==> src/rtl/clause_status_collector.sv <==
// Snapshots per-clause conflict/implication/satisfied status on start and serialises it
// into one valid/ready event stream (conflict first), followed by a done pulse and all-satisfied flag.
module clause_status_collector #(
    parameter int NUM_C     = 8,
    parameter int WIDTH_LVL = 16,
    parameter int WIDTH_CID = 3
) (
    input  logic                       clk,
    input  logic                       rst,
    input  logic                       start_i,
    input  logic [NUM_C-1:0]           conflict_c_drv_i,
    input  logic [NUM_C-1:0]           imp_drv_i,
    input  logic [NUM_C-1:0]           csat_drv_i,
    input  logic [NUM_C*WIDTH_LVL-1:0] cmax_lvl_i,
    output logic                       evt_valid_o,
    input  logic                       evt_ready_i,
    output logic [1:0]                 evt_type_o,
    output logic [WIDTH_CID-1:0]       evt_cid_o,
    output logic [WIDTH_LVL-1:0]       evt_lvl_o,
    output logic                       busy_o,
    output logic                       done_o,
    output logic                       all_sat_o
);

    typedef enum logic [1:0] {IDLE, EMIT, DONE} state_t;

    state_t                     state, state_n;
    logic [NUM_C-1:0]           conf_pend, imp_pend, conf_n, imp_n;
    logic [NUM_C*WIDTH_LVL-1:0] lvl_snap, lvl_n;
    logic                       sat_snap, sat_n;
    logic                       valid_n, busy_n, done_n, all_sat_n;
    logic [1:0]                 type_n;
    logic [WIDTH_CID-1:0]       cid_n;
    logic [WIDTH_LVL-1:0]       evt_lvl_n;

    function automatic logic [WIDTH_CID-1:0] lowest(input logic [NUM_C-1:0] v);
        lowest = '0;
        for (int k = NUM_C - 1; k >= 0; k--) begin
            if (v[k]) lowest = WIDTH_CID'(k);
        end
    endfunction

    // Outputs are computed from the next-cycle masks so the following event appears
    // the cycle right after an acceptance, with no bubble.
    always_comb begin
        state_n   = state;
        conf_n    = conf_pend;
        imp_n     = imp_pend;
        lvl_n     = lvl_snap;
        sat_n     = sat_snap;
        all_sat_n = all_sat_o;
        type_n    = 2'b00;
        cid_n     = '0;
        evt_lvl_n = '0;

        case (state)
            IDLE: begin
                if (start_i) begin
                    conf_n    = conflict_c_drv_i;
                    imp_n     = imp_drv_i;
                    lvl_n     = cmax_lvl_i;
                    sat_n     = &csat_drv_i;
                    all_sat_n = 1'b0;
                    state_n   = EMIT;
                end
            end
            EMIT: begin
                if (evt_valid_o && evt_ready_i) begin
                    if (evt_type_o == 2'b10) begin
                        conf_n = '0;
                        imp_n  = '0;
                    end else begin
                        imp_n[evt_cid_o] = 1'b0;
                    end
                end
                if (conf_n == '0 && imp_n == '0) begin
                    state_n   = DONE;
                    all_sat_n = sat_snap;
                end
            end
            DONE:    state_n = IDLE;
            default: state_n = IDLE;
        endcase

        valid_n = (state_n == EMIT) && ((|conf_n) || (|imp_n));
        busy_n  = (state_n != IDLE);
        done_n  = (state_n == DONE);

        if (valid_n) begin
            if (|conf_n) begin
                type_n = 2'b10;
                cid_n  = lowest(conf_n);
            end else begin
                type_n = 2'b01;
                cid_n  = lowest(imp_n);
            end
            evt_lvl_n = lvl_n[int'(cid_n)*WIDTH_LVL +: WIDTH_LVL];
        end
    end

    always_ff @(posedge clk) begin
        if (!rst) begin
            state       <= IDLE;
            conf_pend   <= '0;
            imp_pend    <= '0;
            lvl_snap    <= '0;
            sat_snap    <= 1'b0;
            evt_valid_o <= 1'b0;
            evt_type_o  <= 2'b00;
            evt_cid_o   <= '0;
            evt_lvl_o   <= '0;
            busy_o      <= 1'b0;
            done_o      <= 1'b0;
            all_sat_o   <= 1'b0;
        end else begin
            state       <= state_n;
            conf_pend   <= conf_n;
            imp_pend    <= imp_n;
            lvl_snap    <= lvl_n;
            sat_snap    <= sat_n;
            evt_valid_o <= valid_n;
            evt_type_o  <= type_n;
            evt_cid_o   <= cid_n;
            evt_lvl_o   <= evt_lvl_n;
            busy_o      <= busy_n;
            done_o      <= done_n;
            all_sat_o   <= all_sat_n;
        end
    end

endmodule
==> config.mk <==
export PLATFORM = sky130hd
export DESIGN_NAME = clause_status_collector
export DESIGN_NICKNAME = d
export VERILOG_FILES = /design/src/rtl/clause_status_collector.sv
export SDC_FILE = /design/constraint.sdc
export NUM_CORES = 1
export LEC_CHECK = 0
export ABC_CLOCK_PERIOD_IN_PS = 3600
export BUFFER_PORTS_ARGS = -buffer_cell sky130_fd_sc_hd__buf_4
export CAP_MARGIN = 20
export CORE_ASPECT_RATIO = 0.5
export CORE_MARGIN = 3
export CORE_UTILIZATION = 40
export DETAILED_ROUTE_END_ITERATION = 10
export GPL_ROUTABILITY_DRIVEN = 0
export HOLD_SLACK_MARGIN = 0.08
export PLACE_DENSITY = 0.7
export SKIP_CTS_REPAIR_TIMING = 1
export SKIP_LAST_GASP = 1
export SLEW_MARGIN = 40
export SYNTH_ARGS = -nofsm -noshare
export SYNTH_HDL_FRONTEND = slang
export SYNTH_SLANG_ARGS = --single-unit
export TNS_END_PERCENT = 50
==> constraint.sdc <==
create_clock -name clk -period 3.6 [get_ports clk]
set_clock_uncertainty 0.15 [all_clocks]
set_input_delay 0.36 -clock clk [delete_from_list [all_inputs] [get_ports clk]]
set_output_delay 0.36 -clock clk [all_outputs]
set_load 0.02 [all_outputs]
==> metrics.txt <==
Die Height=111 um; post-synth net total=1,197; final instance area=12,400 um^2; Crit Path Class=flip-flop to flip-flop; Critical Path Most Common Cell=a221o_1; Synth-to-Final Area Change=40.3%; CTS Buffer Depth=2; Psw=2050 uW; Gate power share=33.3%; fin nets=1,461; final period utilization=99.3%; Avg Vias per Cell=5.50; clk sinks=172; Synth Area per Inst=8.51 um^2; Area after DPL=10,600 um^2; Worst EP arrival=3.74 ns; Max-cap violations=0; Power per Cell Area=494 nW/um^2; outcome=finished, final reports clean; Pins Over Slew Limit=0; CP Cell Sequence=nand3b_1 -> or3b_1 -> a221o_1 -> a221o_1 -> o22ai_2 -> o21a_4 -> buf_12 -> mux2i_1 -> o22ai_1 -> or3_1; I/O pin count=181; Final min period=3.57 ns; Place WS=0.0603 ns; Worst-Margin Slew=0.715 ns; Reg area=3450 um^2; Multi-input gate area=5130 um^2; clock latency on the worst-skew pair=0.44 ns; Pleak=0.00529 uW; critical path's slowest cell=or3b_1; mux cell area share after synthesis=16.3%; adder-cell share of the synthesized area=0%; DR DRC count=0; TritonCTS buffer count=17; Core Footprint=21,200 um^2; Synth area leader=dfxtp_1; Cells after Synth=1,041; Seq pwr share=35.5%; vias in the first global route=8,004; clock share of power=31.1%; Post-synth EDFFs=0; Fmax=280 MHz; CTS clk-pin slew, worst paths=0.07 ns; area of the die=24,100 um^2; critical path startpoint category=flip-flop; layout cells sized above 1=22.2%; Initial DRC Count=1,050; I/O Buffers=180; synthesized area=8860 um^2; fin cells=1,611; leading post-synthesis cells by cell area=dfxtp_1 39%, mux2i_1 14%, nand2_1 11%; die width=216 um; internal power=4090 uW; placed cells=1,463; Hold Violations, Final=0; GRT Residual Overflow=0; Crit path required time=3.76 ns; Synth Area in Compound Gates=22.5%; Seq/Total Area, Yosys=38.9%; Synth top cells by count=270 x nand2_1, 172 x dfxtp_1, 131 x a21boi_0; #FFs+latches synth=172; post-synthesis xor/xnor area fraction=0%; final WL=29.8 mm; dominant synthesized flop cell=dfxtp_1; Final WS setup=0.0259 ns; Yosys Warn Count=0; Switching Share=33.4%; Yosys top cell area share=38.9%; total power=6140 uW; crit path capture type=flip-flop; Total GRT Usage=22.3%; most frequent cell after synthesis=nand2_1; worst min path class=primary input to flip-flop; Max stage delay on crit path=0.40 ns; fill count=1,799; crit-path leading delay family=compound AO/OA/AOI/OAI gates; Yosys cell types=61; antenna viol nets, final=0; vias=8,865; CTS root buf=clkbuf_16; Simple-Gate Fraction of Synth Area=17.9%; Initial DRT Pass Iterations=7; Core Rows=37; htree depth=4; max_slew headroom=52.4%; worst-path maximum fanout=21; largest family of logic cells by synthesized area=compound AO/OA/AOI/OAI gates; CTS tree=yes; first-pass GRT wire length=43.0 mm; wire length per cell=18.5 um; VDD IR max=0.406 mV; final hold slack=0.0494 ns; initial antenna violation count=1; Setup Viol. Count Final=0; asr flop ratio synth=0%; DPL Wire Length=20.0 mm; CP Buf/Inv Count=1; starting density of the core=41.9%; pin count of the biggest net entering global routing=100
==> through the flow <==
stage          setup TNS [ns]  util [%]
2_1_floorplan               0         -
3_3_place_gp                0      50.2
3_5_place_dp                0      50.2
4_1_cts                     0      53.0
5_1_grt               -0.0658      58.7
6_report                    0      58.7
==> per-layer routing <==
metal / routed length, um / vias to the layer above / track usage [%]
li1: - / 4215 / -
met1: 13400 / 4261 / 31.3
met2: 13700 / 344 / 34.5
met3: 2210 / 45 / 5.67
met4: 526 / 0 / 5.24
met5: 0 / - / 0
==> worst register-to-register path, stage by stage, from the launching register on <==
cell and delay [ns]:
dfxtp_1 0.35, nand3b_1 0.23, or3b_1 0.40, a221o_1 0.37, a221o_1 0.36, o22ai_2 0.26, o21a_4 0.28, buf_12 0.22
mux2i_1 0.31, o22ai_1 0.14, or3_1 0.38
==> cell type report <==
type	instances	area share, %
Tap cell	292	2.94
Sequential cell	172	27.7
Antenna cell	1	0.0201
Multi-Input combinational cell	781	41.3
Clock inverter	13	1.27
Inverter	9	0.302
Clock buffer	19	3.56
Timing Repair Buffer	324	22.9
==> logic make-up (layout without fill, tap and decap cells) <==
kind of cell | after synthesis | in the layout
AOI/OAI and AO/OA | 270 | 272
buffers and inverters | 90 | 365
DFF | 172 | 172
muxes | 142 | 142
other | 0 | 1
and+or+nand+nor | 367 | 367
==> registers in the layout, indices dropped and copies added, names as in the netlist <==
register	cells
state	2
evt_type_o	2
imp_pend	8
conf_pend	8
evt_valid_o	1
done_o	1
sat_snap	1
busy_o	1
evt_lvl_o	16
lvl_snap	128
evt_cid_o	3
all_sat_o	1
==> power groups by stage <==
stage / Combinational [uW] / Clock (uW) / Sequential (uW)
after floorplan: 1140 / 0 / 2240
after global placement: 1820 / 0 / 2210
after detailed placement: 1850 / 0 / 2220
after CTS: 1860 / 1920 / 2170
after global routing: 2170 / 2020 / 2200
final: 2040 / 1910 / 2180
==> final timing paths <==
check                                     end           from  slack, ns  depth (start not counted)
worst min register to register   lvl_snap[50]   lvl_snap[50]       0.31                          2
worst min-delay path              lvl_snap[9]  cmax_lvl_i[9]       0.05                          3
worst max register to register  evt_lvl_o[14]   evt_cid_o[0]       0.03                         10
worst max-delay path            evt_lvl_o[14]   evt_cid_o[0]       0.03                         10
==> cell usage in the layout, fill, tap and decap left out, types with 3 or more instances in the layout <==
cell	instances
a21boi_0	131
a21oi_1	10
a221o_1	3
a22oi_1	7
a31oi_1	17
and2_1	14
buf_12	11
buf_4	204
clkbuf_16	17
dfxtp_1	169
dfxtp_2	3
dlygate4sd3_1	106
inv_1	8
inv_6	5
mux2_2	17
mux2i_1	125
nand2_1	268
nand3_1	8
nand4_1	6
nor2_1	18
nor2b_1	16
nor3_1	3
nor4_1	3
o2111ai_1	3
o211ai_1	3
o21ai_0	16
o221a_1	14
o22ai_1	32
or3_1	15
Power figures use the tool's default switching activity.
